--- src/rtl/sha_nonce_scheduler_if.sv ---
// rtl/sha_nonce_scheduler_if.sv - shared memory port and SHA core control bundle
//
// Groups the signals exchanged between the nonce scheduler and its
// surroundings (memory and SHA-256 core).
//   master (scheduler): drives mem_we/mem_addr/mem_write_data, core_reset_n,
//                       core_start; samples mem_read_data, core_done and the
//                       core's memory request core_mem_*.
//   slave  (memory + core side): the mirror image.
interface sha_nonce_scheduler_if;
    logic        mem_we;
    logic [15:0] mem_addr;
    logic [31:0] mem_write_data;
    logic [31:0] mem_read_data;
    logic        core_reset_n;
    logic        core_start;
    logic        core_done;
    logic        core_mem_we;
    logic [15:0] core_mem_addr;
    logic [31:0] core_mem_write_data;

    modport master (
        output mem_we, mem_addr, mem_write_data, core_reset_n, core_start,
        input  mem_read_data, core_done, core_mem_we, core_mem_addr, core_mem_write_data
    );

    modport slave (
        input  mem_we, mem_addr, mem_write_data, core_reset_n, core_start,
        output mem_read_data, core_done, core_mem_we, core_mem_addr, core_mem_write_data
    );
endinterface

--- src/rtl/sha_nonce_scheduler.sv ---
// rtl/sha_nonce_scheduler.sv - nonce search sequencer for a single SHA-256 core
//
// Ports:
//   clk, reset_n            clock, synchronous active-low reset
//   start                   begin a search (only honoured in IDLE)
//   message_addr/output_addr message and digest base word addresses
//   nonce_start/nonce_end   inclusive nonce range, may wrap through zero
//   target                  success when hash word < target (unsigned)
//   busy/done/found/timeout search status
//   nonce_out               current (or winning) nonce
//   hash_word_out           last hash word read back
//   attempts                nonces checked in this search (saturating)
//   bus                     memory port and core control (master side)
module sha_nonce_scheduler #(
    parameter logic [15:0] NONCE_OFFSET = 16'd19,
    parameter logic [15:0] HASH_WORD    = 16'd0,
    parameter logic [15:0] CORE_TIMEOUT = 16'd1023
) (
    input  logic        clk,
    input  logic        reset_n,
    input  logic        start,
    input  logic [15:0] message_addr,
    input  logic [15:0] output_addr,
    input  logic [31:0] nonce_start,
    input  logic [31:0] nonce_end,
    input  logic [31:0] target,
    output logic        busy,
    output logic        done,
    output logic        found,
    output logic        timeout,
    output logic [31:0] nonce_out,
    output logic [31:0] hash_word_out,
    output logic [31:0] attempts,
    sha_nonce_scheduler_if.master bus
);

    typedef enum logic [2:0] {
        S_IDLE,
        S_WR_NONCE,
        S_CORE_RST,
        S_CORE_GO,
        S_RUN_CORE,
        S_RD_WAIT,
        S_CHECK
    } state_t;

    state_t      state_q, state_d;
    logic        busy_q, busy_d;
    logic        done_q, done_d;
    logic        found_q, found_d;
    logic        timeout_q, timeout_d;
    logic        core_start_q, core_start_d;
    logic        core_reset_n_q, core_reset_n_d;
    logic        wr_we_q, wr_we_d;
    logic [15:0] wr_addr_q, wr_addr_d;
    logic [31:0] wr_data_q, wr_data_d;
    logic [31:0] nonce_q, nonce_d;
    logic [31:0] hash_q, hash_d;
    logic [31:0] attempts_q, attempts_d;
    logic [15:0] wdog_q, wdog_d;

    logic [31:0] nonce_next;
    assign nonce_next = nonce_q + 32'd1;

    always_comb begin
        state_d        = state_q;
        done_d         = done_q;
        found_d        = found_q;
        timeout_d      = timeout_q;
        core_start_d   = core_start_q;
        core_reset_n_d = core_reset_n_q;
        wr_we_d        = wr_we_q;
        wr_addr_d      = wr_addr_q;
        wr_data_d      = wr_data_q;
        nonce_d        = nonce_q;
        hash_d         = hash_q;
        attempts_d     = attempts_q;
        wdog_d         = wdog_q;

        case (state_q)
            S_IDLE: begin
                // Releases the core from its power-on reset on the first idle cycle.
                core_reset_n_d = 1'b1;
                if (start) begin
                    done_d     = 1'b0;
                    found_d    = 1'b0;
                    timeout_d  = 1'b0;
                    attempts_d = 32'd0;
                    nonce_d    = nonce_start;
                    wr_addr_d  = message_addr + NONCE_OFFSET;
                    wr_data_d  = nonce_start;
                    wr_we_d    = 1'b1;
                    state_d    = S_WR_NONCE;
                end
            end
            S_WR_NONCE: begin
                wr_we_d        = 1'b0;
                core_reset_n_d = 1'b0;
                state_d        = S_CORE_RST;
            end
            S_CORE_RST: begin
                core_reset_n_d = 1'b1;
                core_start_d   = 1'b1;
                wdog_d         = 16'd0;
                state_d        = S_CORE_GO;
            end
            S_CORE_GO: begin
                state_d = S_RUN_CORE;
            end
            S_RUN_CORE: begin
                wdog_d = wdog_q + 16'd1;
                if (bus.core_done) begin
                    core_start_d = 1'b0;
                    wr_addr_d    = output_addr + HASH_WORD;
                    state_d      = S_RD_WAIT;
                end else if (wdog_q == CORE_TIMEOUT) begin
                    done_d       = 1'b1;
                    timeout_d    = 1'b1;
                    found_d      = 1'b0;
                    core_start_d = 1'b0;
                    state_d      = S_IDLE;
                end
            end
            S_RD_WAIT: begin
                // Address is clocked into the memory at the end of this cycle.
                state_d = S_CHECK;
            end
            S_CHECK: begin
                hash_d     = bus.mem_read_data;
                attempts_d = (attempts_q == 32'hFFFF_FFFF) ? attempts_q : attempts_q + 32'd1;
                if (bus.mem_read_data < target) begin
                    found_d = 1'b1;
                    done_d  = 1'b1;
                    state_d = S_IDLE;
                end else if (nonce_q == nonce_end) begin
                    found_d = 1'b0;
                    done_d  = 1'b1;
                    state_d = S_IDLE;
                end else begin
                    nonce_d   = nonce_next;
                    wr_addr_d = message_addr + NONCE_OFFSET;
                    wr_data_d = nonce_next;
                    wr_we_d   = 1'b1;
                    state_d   = S_WR_NONCE;
                end
            end
            default: state_d = S_IDLE;
        endcase

        busy_d = (state_d != S_IDLE);
    end

    always_ff @(posedge clk) begin
        if (!reset_n) begin
            state_q        <= S_IDLE;
            busy_q         <= 1'b0;
            done_q         <= 1'b0;
            found_q        <= 1'b0;
            timeout_q      <= 1'b0;
            core_start_q   <= 1'b0;
            core_reset_n_q <= 1'b0;
            wr_we_q        <= 1'b0;
            wr_addr_q      <= 16'd0;
            wr_data_q      <= 32'd0;
            nonce_q        <= 32'd0;
            hash_q         <= 32'd0;
            attempts_q     <= 32'd0;
            wdog_q         <= 16'd0;
        end else begin
            state_q        <= state_d;
            busy_q         <= busy_d;
            done_q         <= done_d;
            found_q        <= found_d;
            timeout_q      <= timeout_d;
            core_start_q   <= core_start_d;
            core_reset_n_q <= core_reset_n_d;
            wr_we_q        <= wr_we_d;
            wr_addr_q      <= wr_addr_d;
            wr_data_q      <= wr_data_d;
            nonce_q        <= nonce_d;
            hash_q         <= hash_d;
            attempts_q     <= attempts_d;
            wdog_q         <= wdog_d;
        end
    end

    // The core owns the memory port only while it is running.
    always_comb begin
        if (state_q == S_RUN_CORE) begin
            bus.mem_we         = bus.core_mem_we;
            bus.mem_addr       = bus.core_mem_addr;
            bus.mem_write_data = bus.core_mem_write_data;
        end else begin
            bus.mem_we         = wr_we_q;
            bus.mem_addr       = wr_addr_q;
            bus.mem_write_data = wr_data_q;
        end
    end

    assign bus.core_reset_n = core_reset_n_q;
    assign bus.core_start   = core_start_q;
    assign busy             = busy_q;
    assign done             = done_q;
    assign found            = found_q;
    assign timeout          = timeout_q;
    assign nonce_out        = nonce_q;
    assign hash_word_out    = hash_q;
    assign attempts         = attempts_q;

endmodule

--- src/flat_wrapper.sv ---
// flat-port wrapper written by rule: the top's interface ports become plain ports
module sha_nonce_scheduler_flat 
#(
    parameter logic [15:0] NONCE_OFFSET = 16'd19,
    parameter logic [15:0] HASH_WORD    = 16'd0,
    parameter logic [15:0] CORE_TIMEOUT = 16'd1023
)
  (clk, reset_n, start, message_addr, output_addr, nonce_start, nonce_end, target, busy, done, found, timeout, nonce_out, hash_word_out, attempts, bus_mem_we, bus_mem_addr, bus_mem_write_data, bus_core_reset_n, bus_core_start, bus_mem_read_data, bus_core_done, bus_core_mem_we, bus_core_mem_addr, bus_core_mem_write_data);
  sha_nonce_scheduler_if bus_i ();
  input  logic clk;
  input  logic reset_n;
  input  logic start;
  input  logic [15:0] message_addr;
  input  logic [15:0] output_addr;
  input  logic [31:0] nonce_start;
  input  logic [31:0] nonce_end;
  input  logic [31:0] target;
  output logic busy;
  output logic done;
  output logic found;
  output logic timeout;
  output logic [31:0] nonce_out;
  output logic [31:0] hash_word_out;
  output logic [31:0] attempts;
  output wire logic [$bits(bus_i.mem_we)-1:0] bus_mem_we;
  output wire logic [$bits(bus_i.mem_addr)-1:0] bus_mem_addr;
  output wire logic [$bits(bus_i.mem_write_data)-1:0] bus_mem_write_data;
  output wire logic [$bits(bus_i.core_reset_n)-1:0] bus_core_reset_n;
  output wire logic [$bits(bus_i.core_start)-1:0] bus_core_start;
  input wire logic [$bits(bus_i.mem_read_data)-1:0] bus_mem_read_data;
  input wire logic [$bits(bus_i.core_done)-1:0] bus_core_done;
  input wire logic [$bits(bus_i.core_mem_we)-1:0] bus_core_mem_we;
  input wire logic [$bits(bus_i.core_mem_addr)-1:0] bus_core_mem_addr;
  input wire logic [$bits(bus_i.core_mem_write_data)-1:0] bus_core_mem_write_data;
  assign bus_mem_we = bus_i.mem_we;
  assign bus_mem_addr = bus_i.mem_addr;
  assign bus_mem_write_data = bus_i.mem_write_data;
  assign bus_core_reset_n = bus_i.core_reset_n;
  assign bus_core_start = bus_i.core_start;
  assign bus_i.mem_read_data = bus_mem_read_data;
  assign bus_i.core_done = bus_core_done;
  assign bus_i.core_mem_we = bus_core_mem_we;
  assign bus_i.core_mem_addr = bus_core_mem_addr;
  assign bus_i.core_mem_write_data = bus_core_mem_write_data;
  sha_nonce_scheduler #(.NONCE_OFFSET(NONCE_OFFSET), .HASH_WORD(HASH_WORD), .CORE_TIMEOUT(CORE_TIMEOUT)) u_core (.clk(clk), .reset_n(reset_n), .start(start), .message_addr(message_addr), .output_addr(output_addr), .nonce_start(nonce_start), .nonce_end(nonce_end), .target(target), .busy(busy), .done(done), .found(found), .timeout(timeout), .nonce_out(nonce_out), .hash_word_out(hash_word_out), .attempts(attempts), .bus(bus_i));
endmodule
--- config.mk ---
export PLATFORM = sky130hd
export DESIGN_NAME = sha_nonce_scheduler_flat
export DESIGN_NICKNAME = d
export VERILOG_FILES = /design/src/rtl/sha_nonce_scheduler_if.sv /design/src/rtl/sha_nonce_scheduler.sv /design/src/flat_wrapper.sv
export SDC_FILE = /design/constraint.sdc
export NUM_CORES = 1
export LEC_CHECK = 0
export CAP_MARGIN = 25
export CORE_AREA = 4 4 171 140
export CTS_CLUSTER_SIZE = 16
export DETAILED_ROUTE_END_ITERATION = 8
export DIE_AREA = 0 0 175 144
export PLACE_DENSITY = 0.81
export SYNTH_ARGS = -nofsm -noshare
export SYNTH_HDL_FRONTEND = slang
export SYNTH_SLANG_ARGS = --single-unit
--- constraint.sdc ---
create_clock -name clk -period 4.4 [get_ports clk]
set_clock_uncertainty 0.15 [all_clocks]
set_input_delay 0.88 -clock clk [delete_from_list [all_inputs] [get_ports clk]]
set_output_delay 0.88 -clock clk [all_outputs]
set_load 0.005 [all_outputs]
==> summary.md <==
| Metric | Value |
|---|---|
| Outcome | finished, final reports clean |
| Fin crit period | ~3700 ps |
| Mean Syn Cell Area | around 7.2 µm² |
| FF-to-FF Start | u_core.state_q[2] |
| PostCTS Resize Cnt | 0 |
| Total power | ~0.0036 W |
| First-pass GRT wire length | around 50000 µm |
| Worst hold slack | between 300 and 400 ps |
| CTS tree | built |
| TritonCTS buffer count | 17 |
| Cts hold-fix bufs | 0 |
| Cell variety after synth | 72 |
| Worst-path maximum fanout | 52 |
| Slew of the pin with the lowest slew margin | between 800 and 900 ps |
| Critical path launch point type | register |
| DRC | 0 |
| NumNets Final | 1775 |
| VDD IR max | 0.193 mV |
| Initial Util | 0.394 |
| Setup Total Neg Slack | 0 ps |
| Clk sinks | approximately 140 |
| CP max stage delay | roughly 620 ps |
| Fin crit share | 0.850 |
| Die Y | between 100 and 150 µm |
| Crit path buf inv count | 2 |
| Gpl congestion | just under 0.9 |
| Clk_lat worst skew | 430 ps |
| Max Cap Viol | 0 |
| Hold Path Origin | u_core.hash_word_out[22] |
| Row Count | slightly below 50 |
| Seq/Total Area, Yosys | 0.316 |
| PD cells | about 270 nW/µm² |
| Max Fclk | around 270 MHz |
| Initial antenna violation count | 2 |
| Post-synthesis cell count | ~1200 |
| Die ar. | 25200 µm² |
| Critical-path cell list | nor2_1 -> nand2_2 -> buf_12 -> nand2_1 -> nand2_1 -> clkdlybuf4s50_1 |
| Share of final-layout standard cells stronger than drive strength 1 | 0.0487 |
| WP data required | roughly 3400 ps |
| WL final | ~32000 µm |
| Root Buffer | clkbuf_16 |
| FF+latch count, synth | around 140 |
| Slowest CP cell | dfxtp_1 |
| Clk buf depth | 2 |
| H-tree depth | 4 |
| Slew Viols, Final | 0 |
| Crit Path Class | reg2out |
| Hold Path Class | reg2reg |
| Crit-path leading delay family | buffers and inverters |
| # setup viols final | 0 |
| Lkg Pwr | around 4.9 nW |
| Slew HR | 0.438 |
| DR iter-0 viols | 795 |
| EDFF count, synth | 0 |
| CP arrival | around 2700 ps |
| Drt pass-1 iters | 6 |
| Via count | just under 10000 |
| Mapped cell area | just under 9000 µm² |
| Final Hold Viols | 0 |
| Main synth FF type | dfxtp_1 |
| Area Overhead vs Synth | 50.6% |
| Largest net degree at the start of global routing | 90 |
| Warnings from Yosys | 0 |
| I/O Buffers | between 300 and 400 |
| All-Layer GR Usage | 0.244 |
| Synth async-reset ratio | 0 |
| Fin cells | between 1500 and 2000 |
| RSZ-0062 raised after global routing | false |
| Clk slew on worst S/H paths | approximately 70 ps |
| WL per Instance | roughly 17 µm |
| Setup crit end kind | primary output |
| Worst path most repeated cell | nand2_1 |
| Synth Net Count | 1457 |
| Setup Buffers After CTS | 0 |
| IO Pins | 364 |
| Vias in the first global route | ~9600 |
| Core ar. | approximately 22000 µm² |
| Vias per cell | 5.38 |
| Critical path startpoint | u_core.state_q[1] |
| Final ANT Viol Nets | 0 |
| Detailed Place HPWL | 24600 µm |
| Cells after DPL | between 1500 and 2000 |
| Die X | around 180 µm |
| Global route overflow | 0 |
-- cells by family after synthesis --
family / after synthesis / share of synthesized area
muxes: 14 / 0.0160
AOI/OAI and AO/OA: 288 / 0.206
and+or+nand+nor: 540 / 0.285
xor gates and xnor gates: 70 / 0.0700
buffers and inverters: 124 / 0.0577
DFF: 138 / 0.316
adders and majority gates: 35 / 0.0500
-- per-layer routing --
layer  vias to the layer above  routed length, µm  track usage
li1                       4882                  -            -
met1                      4549              12900        0.283
met2                       439              15500        0.424
met3                        79               2530       0.0708
met4                         0               1200        0.106
met5                         -                  0            0
-- worst min-delay path, stage by stage, from the launching register on --
cell	delay [ps]
dfxtp_1	310
nand2_1	50
a21oi_1	50
-- state kept, by name, summed over array words and instances, names as in the netlist --
signal	cells
u_core.attempts	32
u_core.hash_word_out	32
u_core.wr_data_q	32
u_core.wdog_q	16
u_core.wr_addr_q	16
u_core.state_q	3
u_core.bus.core_reset_n	1
u_core.bus.core_start	1
u_core.busy	1
u_core.done	1
u_core.found	1
u_core.timeout	1
u_core.wr_we_q	1
-- stage by stage --
step | cell area [µm²] | setup slack, ps | utilization
after detailed placement | 12600 | 295 | 0.567
after CTS | 13200 | 490 | 0.593
after floorplan | 8750 | 1310 | -
after global placement | 12600 | 346 | 0.567
final | 13200 | 661 | 0.594
after global routing | 13200 | 477 | 0.594
-- cell usage after synthesis, types with 3 or more instances --
| cell type | instances | share of area |
|---|---|---|
| a211oi_2 | 3 | 0.0043 |
| a21o_1 | 7 | 0.0060 |
| a21oi_1 | 116 | 0.066 |
| a22oi_1 | 5 | 0.0043 |
| a311oi_1 | 3 | 0.0030 |
| a31oi_1 | 15 | 0.011 |
| a41oi_1 | 3 | 0.0030 |
| and2_1 | 4 | 0.0029 |
| and3_1 | 17 | 0.012 |
| and4_1 | 8 | 0.0080 |
| and4b_1 | 3 | 0.0034 |
| buf_1 | 5 | 0.0021 |
| buf_2 | 13 | 0.0074 |
| buf_6 | 3 | 0.0039 |
| clkbuf_1 | 59 | 0.025 |
| dfxtp_1 | 138 | 0.32 |
| ha_1 | 35 | 0.050 |
| inv_1 | 42 | 0.018 |
| mux2i_1 | 14 | 0.016 |
| nand2_1 | 285 | 0.12 |
| nand2b_1 | 6 | 0.0043 |
| nand3_1 | 34 | 0.019 |
| nand4_1 | 27 | 0.019 |
| nor2_1 | 75 | 0.032 |
| nor2b_1 | 3 | 0.0021 |
| nor3_1 | 33 | 0.019 |
| nor3b_1 | 4 | 0.0034 |
| nor4_1 | 10 | 0.0071 |
| nor4b_1 | 5 | 0.0050 |
| o2111ai_1 | 4 | 0.0040 |
| o211ai_1 | 40 | 0.034 |
| o21ai_0 | 57 | 0.033 |
| o21ai_1 | 4 | 0.0023 |
| o22ai_1 | 3 | 0.0021 |
| or3_1 | 13 | 0.0093 |
| xnor2_1 | 59 | 0.059 |
| xor2_1 | 11 | 0.011 |
-- placed cells by master (no fill, tap or decap), types with 33 or more instances in the layout --
master | netlist | final
clkdlybuf4s50_1 | 0 | 362
nand2_1 | 285 | 284
dfxtp_1 | 138 | 138
a21oi_1 | 116 | 116
nor2_1 | 75 | 74
xnor2_1 | 59 | 59
o21ai_0 | 57 | 57
inv_1 | 42 | 42
o211ai_1 | 40 | 40
ha_1 | 35 | 35
nand3_1 | 34 | 33
nor3_1 | 33 | 33
-- layout make-up --
type	instances	area [µm²]
multi-input cells	947	5510
diodes	2	5.00
fillers	1994	9010
repair buffers	380	3780
well taps	306	383
inverters	43	161
clock buffers	17	425
clock inverters	15	150
flip-flops and latches	138	2760
-- worst paths after layout --
path | endpoint | slack [ps] | cells after the start
worst max-delay path | bus_mem_addr[0] | 660 | 6
worst min-delay path | u_core.hash_word_out[22] | 310 | 2
worst max register to register | u_core.wr_data_q[12] | 1490 | 7
worst min register to register | u_core.hash_word_out[22] | 310 | 2
-- power breakdown --
| group | leakage, nW | total (W) | switching [W] | internal [W] |
|---|---|---|---|---|
| clock network | 0.275 | 0.00141 | 0.000657 | 0.000756 |
| logic | 3.48 | 0.000778 | 0.000331 | 0.000447 |
| registers | 1.12 | 0.00139 | 0.0000850 | 0.00130 |
No activity file was read; power rests on OpenSTA's default activity.
